$ cat src/rtl/line_dispatcher.sv
// Line-command dispatcher: walks the rows of a tile and issues one line command per row,
// with per-lane start addresses, spacing commands by at least two cycles.
module line_dispatcher #(
  parameter int X_MAC        = 4,
  parameter int ADDR_LEN     = 13,
  parameter int MAX_LINE_LEN = 10,
  parameter int ROW_LEN      = 10
) (
  input  logic                      clk,
  input  logic                      rst_n,
  input  logic                      start,
  input  logic [ADDR_LEN-1:0]       cfg_base_addr,
  input  logic [ADDR_LEN-1:0]       cfg_lane_stride,
  input  logic [ADDR_LEN-1:0]       cfg_row_stride,
  input  logic [ROW_LEN-1:0]        cfg_num_rows,
  input  logic [MAX_LINE_LEN-1:0]   cfg_linelen,
  input  logic                      cfg_ispad,
  input  logic                      cfg_tofifo,
  input  logic                      cfg_fromfifo,
  input  logic                      ready,
  input  logic                      idle_soon,
  output logic                      valid,
  output logic [ADDR_LEN*X_MAC-1:0] st_addr,
  output logic [MAX_LINE_LEN-1:0]   linelen,
  output logic                      ispad,
  output logic                      tofifo,
  output logic                      fromfifo,
  output logic                      busy,
  output logic                      done
);

  typedef enum logic [2:0] {
    S_IDLE  = 3'd0,
    S_ISSUE = 3'd1,
    S_GAP   = 3'd2,
    S_DRAIN = 3'd3,
    S_FIN   = 3'd4
  } state_t;

  state_t                    r_state, w_state_nxt;
  logic [ADDR_LEN-1:0]       r_lane_stride, w_lane_stride_nxt;
  logic [ADDR_LEN-1:0]       r_row_stride, w_row_stride_nxt;
  logic [ROW_LEN-1:0]        r_num_rows, w_num_rows_nxt;
  logic [MAX_LINE_LEN-1:0]   r_cfg_linelen, w_cfg_linelen_nxt;
  logic                      r_cfg_ispad, w_cfg_ispad_nxt;
  logic                      r_cfg_tofifo, w_cfg_tofifo_nxt;
  logic                      r_cfg_fromfifo, w_cfg_fromfifo_nxt;
  logic [ROW_LEN-1:0]        r_row, w_row_nxt;
  logic [ADDR_LEN-1:0]       r_row_addr, w_row_addr_nxt;
  logic                      r_valid, w_valid_nxt;
  logic [ADDR_LEN*X_MAC-1:0] r_st_addr, w_st_addr_nxt;
  logic [MAX_LINE_LEN-1:0]   r_linelen, w_linelen_nxt;
  logic                      r_ispad, w_ispad_nxt;
  logic                      r_tofifo, w_tofifo_nxt;
  logic                      r_fromfifo, w_fromfifo_nxt;
  logic                      r_busy, w_busy_nxt;
  logic                      r_done, w_done_nxt;

  logic [ROW_LEN-1:0]        w_row_inc;
  logic [ADDR_LEN-1:0]       w_acc;
  logic [ADDR_LEN*X_MAC-1:0] w_lane_addr;

  assign w_row_inc = r_row + 1'b1;

  // Lane addresses of the current row; sums wrap at the address width.
  always_comb begin
    w_acc       = r_row_addr;
    w_lane_addr = '0;
    for (int j = 0; j < X_MAC; j++) begin
      w_lane_addr[j*ADDR_LEN +: ADDR_LEN] = w_acc;
      w_acc = w_acc + r_lane_stride;
    end
  end

  // Next-state and next-output logic.
  always_comb begin
    w_state_nxt        = r_state;
    w_lane_stride_nxt  = r_lane_stride;
    w_row_stride_nxt   = r_row_stride;
    w_num_rows_nxt     = r_num_rows;
    w_cfg_linelen_nxt  = r_cfg_linelen;
    w_cfg_ispad_nxt    = r_cfg_ispad;
    w_cfg_tofifo_nxt   = r_cfg_tofifo;
    w_cfg_fromfifo_nxt = r_cfg_fromfifo;
    w_row_nxt          = r_row;
    w_row_addr_nxt     = r_row_addr;
    w_valid_nxt        = 1'b0;
    w_st_addr_nxt      = r_st_addr;
    w_linelen_nxt      = r_linelen;
    w_ispad_nxt        = r_ispad;
    w_tofifo_nxt       = r_tofifo;
    w_fromfifo_nxt     = r_fromfifo;
    w_busy_nxt         = r_busy;
    w_done_nxt         = 1'b0;
    case (r_state)
      S_IDLE: begin
        if (start) begin
          w_lane_stride_nxt  = cfg_lane_stride;
          w_row_stride_nxt   = cfg_row_stride;
          w_num_rows_nxt     = cfg_num_rows;
          w_cfg_linelen_nxt  = cfg_linelen;
          w_cfg_ispad_nxt    = cfg_ispad;
          w_cfg_tofifo_nxt   = cfg_tofifo;
          w_cfg_fromfifo_nxt = cfg_fromfifo;
          w_row_nxt          = '0;
          w_row_addr_nxt     = cfg_base_addr;
          w_busy_nxt         = 1'b1;
          w_state_nxt        = (cfg_num_rows == '0) ? S_FIN : S_ISSUE;
        end else begin
          w_state_nxt = S_IDLE;
        end
      end
      S_ISSUE: begin
        if (idle_soon) begin
          w_valid_nxt    = 1'b1;
          w_st_addr_nxt  = w_lane_addr;
          w_linelen_nxt  = r_cfg_linelen;
          w_ispad_nxt    = r_cfg_ispad;
          // First row has no upstream FIFO data; last row has no downstream consumer.
          w_tofifo_nxt   = r_cfg_tofifo & (w_row_inc != r_num_rows);
          w_fromfifo_nxt = r_cfg_fromfifo & (r_row != '0);
          w_state_nxt    = S_GAP;
        end else begin
          w_state_nxt = S_ISSUE;
        end
      end
      S_GAP: begin
        w_row_nxt      = w_row_inc;
        w_row_addr_nxt = r_row_addr + r_row_stride;
        w_state_nxt    = (w_row_inc == r_num_rows) ? S_DRAIN : S_ISSUE;
      end
      S_DRAIN: begin
        if (!ready) begin
          w_state_nxt = S_FIN;
        end else begin
          w_state_nxt = S_DRAIN;
        end
      end
      S_FIN: begin
        w_done_nxt  = 1'b1;
        w_busy_nxt  = 1'b0;
        w_state_nxt = S_IDLE;
      end
      default: begin
        w_busy_nxt  = 1'b0;
        w_state_nxt = S_IDLE;
      end
    endcase
  end

  // State and output registers with synchronous active-low reset.
  always_ff @(posedge clk) begin
    if (!rst_n) begin
      r_state        <= S_IDLE;
      r_lane_stride  <= '0;
      r_row_stride   <= '0;
      r_num_rows     <= '0;
      r_cfg_linelen  <= '0;
      r_cfg_ispad    <= 1'b0;
      r_cfg_tofifo   <= 1'b0;
      r_cfg_fromfifo <= 1'b0;
      r_row          <= '0;
      r_row_addr     <= '0;
      r_valid        <= 1'b0;
      r_st_addr      <= '0;
      r_linelen      <= '0;
      r_ispad        <= 1'b0;
      r_tofifo       <= 1'b0;
      r_fromfifo     <= 1'b0;
      r_busy         <= 1'b0;
      r_done         <= 1'b0;
    end else begin
      r_state        <= w_state_nxt;
      r_lane_stride  <= w_lane_stride_nxt;
      r_row_stride   <= w_row_stride_nxt;
      r_num_rows     <= w_num_rows_nxt;
      r_cfg_linelen  <= w_cfg_linelen_nxt;
      r_cfg_ispad    <= w_cfg_ispad_nxt;
      r_cfg_tofifo   <= w_cfg_tofifo_nxt;
      r_cfg_fromfifo <= w_cfg_fromfifo_nxt;
      r_row          <= w_row_nxt;
      r_row_addr     <= w_row_addr_nxt;
      r_valid        <= w_valid_nxt;
      r_st_addr      <= w_st_addr_nxt;
      r_linelen      <= w_linelen_nxt;
      r_ispad        <= w_ispad_nxt;
      r_tofifo       <= w_tofifo_nxt;
      r_fromfifo     <= w_fromfifo_nxt;
      r_busy         <= w_busy_nxt;
      r_done         <= w_done_nxt;
    end
  end

  assign valid    = r_valid;
  assign st_addr  = r_st_addr;
  assign linelen  = r_linelen;
  assign ispad    = r_ispad;
  assign tofifo   = r_tofifo;
  assign fromfifo = r_fromfifo;
  assign busy     = r_busy;
  assign done     = r_done;

endmodule

$ cat config.mk
export PLATFORM = sky130hd
export DESIGN_NAME = line_dispatcher
export DESIGN_NICKNAME = d
export VERILOG_FILES = /design/src/rtl/line_dispatcher.sv
export SDC_FILE = /design/constraint.sdc
export NUM_CORES = 1
export LEC_CHECK = 0
export BUFFER_PORTS_ARGS = -buffer_cell sky130_fd_sc_hd__buf_2
export CORE_MARGIN = 4
export CORE_UTILIZATION = 39
export DETAILED_ROUTE_END_ITERATION = 6
export MAX_ROUTING_LAYER = met4
export SLEW_MARGIN = 0
export SYNTH_ARGS = -nofsm -noshare
export SYNTH_HDL_FRONTEND = slang
export SYNTH_SLANG_ARGS = --single-unit
$ cat constraint.sdc
create_clock -name clk -period 12.36 [get_ports clk]
set_clock_uncertainty 0.2 [all_clocks]
set_input_delay 2.472 -clock clk [delete_from_list [all_inputs] [get_ports clk]]
set_output_delay 2.472 -clock clk [all_outputs]
set_load 0.03 [all_outputs]
==> flow_metrics.tcl <==
set metrics [dict create \
    post-cts-setup-buffer-count 0 \
    crit_slowest_cell "a2111oi_0" \
    max-clock-path-buffers 2 \
    avgViaCountPerCell 5.122 \
    fin_cells 1356 \
    wl_met2_mm 9.818 \
    antenna_found_initial 0 \
    hold_buffers 0 \
    nets 1208 \
    leakage_nw 4.036 \
    post_drt_wl_per_cell_um 15.42 \
    die_area_mm2 0.02184 \
    layout_common_cells "246 x nand2_1, 143 x a21oi_1, 142 x dfxtp_1" \
    clock-root-buffer "clkbuf_16" \
    cellPowerDensity_mw_per_mm2 149.5 \
    drive_above_1_share_pct 16.79 \
    max-cap-violations 0 \
    critPathMostFrequentCell "a21o_1" \
    grt_pass1_wl_mm 33.60 \
    start_util_pct 40.20 \
    p_seq_share_pct 37.7 \
    hold_path_class "reg -> reg" \
    async_reset_ff_share_pct 0 \
    yosysSeqAreaShare_pct 37.31 \
    critPathTopFamily "compound AO/OA/AOI/OAI gates" \
    synthesis.area_mm2 0.007620 \
    clk_pin_slew_ns 0.06 \
    whs_endpoint "st_addr[43]$_SDFFE_PN0P_" \
    top_layer_used "met4" \
    met3WireLength_um 842 \
    yosys_warnings 0 \
    antennaDiodeCount 0 \
    crit_arrival_ns 4.98 \
    internal-power_w 0.0009412 \
    drt_wl_total_mm 20.91 \
    finalSetupTns_ns 0 \
    cts_buffers 17 \
    core_region_area_mm2 0.01896 \
    ant_nets 0 \
    drt_iter0_markers 444 \
    setup_violations 0 \
    layout_commonest_cell "nand2_1" \
    reg2reg_depth 17 \
    status "completed" \
    io_buffers 134 \
    crit_chain "ha_1, inv_1, fa_1, inv_1, ha_1, a21o_1, a21o_1, a2111oi_0, o31ai_1, a21o_1, a21oi_1, xnor2_1, ha_1, a21o_1, o41ai_1, nand3_1, a31oi_1" \
    ys_ff_latch 142 \
    placed_cells 1325 \
    cts_tree "done" \
    synth_ff_type "dfxtp_1" \
    rows 50 \
    grt_usage_pct 19.49 \
    power.share.clock_pct 39.6 \
    avgSynthCellArea_um2 7.791 \
    post_cts_resized 0 \
    htree_levels 4 \
    power_w 0.001360 \
    critPathKind "reg -> reg" \
    gp_congestion 0.8577 \
    critical_path.startpoint_type "flop" \
    rrSetupSlack_ns 7.53 \
    critPathCaptureType "flop" \
    switching_share_pct 30.77 \
    worstSkewPairLatency_ns 0.42 \
    drc 0 \
    period_share_pct 39.04 \
    dp_hpwl_mm 15.14 \
    cpPeakStageDelay_ns 0.63 \
    combinationalPowerShare_pct 22.7 \
    cts.sinks 142 \
    max_slew.worst_pin.slew_ns 0.7423 \
    die_h_um 147.8 \
    power.switching_w 0.0004184 \
    overflow 0 \
    clock.fmax_mhz 207.2 \
    syn_nets 1102 \
    min-delay-start "st_addr[43]$_SDFFE_PN0P_" \
    syn_to_final_growth_pct 19.34 \
    timing.rr.end "st_addr[51]$_SDFFE_PN0P_" \
    dieWidth_um 147.8 \
    synth.distinct_cells 60 \
    synth_edf_count 0 \
    grt_pass1_vias 6473 \
    slew_headroom_pct 50.52 \
    hold_viol_final 0 \
    drv_slew 0 \
    wl_met1_mm 9.980 \
    min_path_cells 2 \
    crit_buf_inv 2 \
    cp.required_ns 12.51 \
    vias 6946 \
    synthCells 978 \
    crit_fanout 4 \
    grt_max_degree 68 \
    rsz0062_at_grt "no" \
    ios 135 \
    ir_drop_mv 0.09535 \
    fin_util_pct 47.97 \
    first_pass_iters 5 \
    r2r_start "r_lane_stride[0]$_SDFFE_PN0P_" \
    fin_crit_ns 4.826 \
]
worst reg2reg max path: stages, from the launching register on:
cell and delay [ns]:
dfxtp_1 0.39, ha_1 0.27, inv_1 0.08, fa_1 0.55, inv_1 0.06, ha_1 0.27
a21o_1 0.19, a21o_1 0.21, a2111oi_0 0.63, o31ai_1 0.22, a21o_1 0.23, a21oi_1 0.23
xnor2_1 0.15, ha_1 0.28, a21o_1 0.18, o41ai_1 0.33, nand3_1 0.12, a31oi_1 0.15
final cells by class:
type,count,area (um2)
Clock inverter,9,133.9
Fill cell,1915,9862
Sequential cell,142,2843
Inverter,25,95.09
Tap cell,260,325.3
Timing Repair Buffer,142,730.7
Clock buffer,22,484.2
Multi-Input combinational cell,756,4482
layer usage:
layer | vias up | global-route usage (%)
li1 | 3597 | -
met1 | 3196 | 26.07
met2 | 132 | 30.65
met3 | 21 | 3.495
met4 | 0 | 5.033
met5 | - | -
through the flow:
stage          worst slack [ns]  cell area, um2  hold slack, ns
2_1_floorplan             8.015            7620          0.2322
3_3_place_gp              7.301            8476          0.2370
3_5_place_dp              7.298            8476          0.2432
4_1_cts                   7.515            9094          0.2511
5_1_grt                   7.168            9094          0.2577
6_report                  7.534            9094          0.2473
synthesized netlist by cell type, types with 11 or more instances:
cell type,n,share of area [%]
o211ai_1,11,1.1
o21ai_0,26,1.7
ha_1,53,8.7
dfxtp_1,142,37
inv_1,24,1.2
clkbuf_1,46,2.3
nor2_1,48,2.4
a21o_1,20,2.0
a21oi_1,143,9.4
o21a_1,12,1.2
xnor2_1,33,3.8
xor2_1,16,1.8
nand3_1,27,1.8
nand2_1,246,12
cell families after synthesis:
family,count (synthesis),share of synthesized area (%)
compound gates,265,21.05
simple gates,382,21.79
xor+xnor,49,5.632
buf+inv,80,4.056
mux,3,0.4105
flops,142,37.31
fa+ha+maj,57,9.754
power groups by stage:
stage	Sequential, W	Clock (W)	Combinational, W
floorplan	0.000533	0	0.000212
global placement	0.000522	0	0.000306
detailed placement	0.000522	0	0.000307
CTS	0.000512	0.000548	0.000309
global route	0.000516	0.000566	0.000346
finish	0.000512	0.000539	0.000308
how the worst max path moves through the flow:
stage,from,to,depth (start not counted)
after global routing,r_lane_stride[0]$_SDFFE_PN0P_,st_addr[51]$_SDFFE_PN0P_,17
after floorplan,r_lane_stride[0]$_SDFFE_PN0P_,st_addr[51]$_SDFFE_PN0P_,17
after CTS,r_lane_stride[0]$_SDFFE_PN0P_,st_addr[51]$_SDFFE_PN0P_,17
after detailed placement,rst_n,st_addr[24]$_SDFFE_PN0P_,6
final,r_lane_stride[0]$_SDFFE_PN0P_,st_addr[51]$_SDFFE_PN0P_,17
after global placement,rst_n,st_addr[37]$_SDFFE_PN0P_,6
state kept, by name (all words and copies together) (netlist names):
signal and cells:
r_row_stride 13, r_cfg_fromfifo 1, r_cfg_ispad 1, r_state 3, tofifo 1, ispad 1
r_row 10, r_num_rows 10, r_row_addr 13, done 1, valid 1, st_addr 51
fromfifo 1, busy 1, r_cfg_tofifo 1, r_lane_stride 13, linelen 10, r_cfg_linelen 10
(Power assumes the default switching activity.)
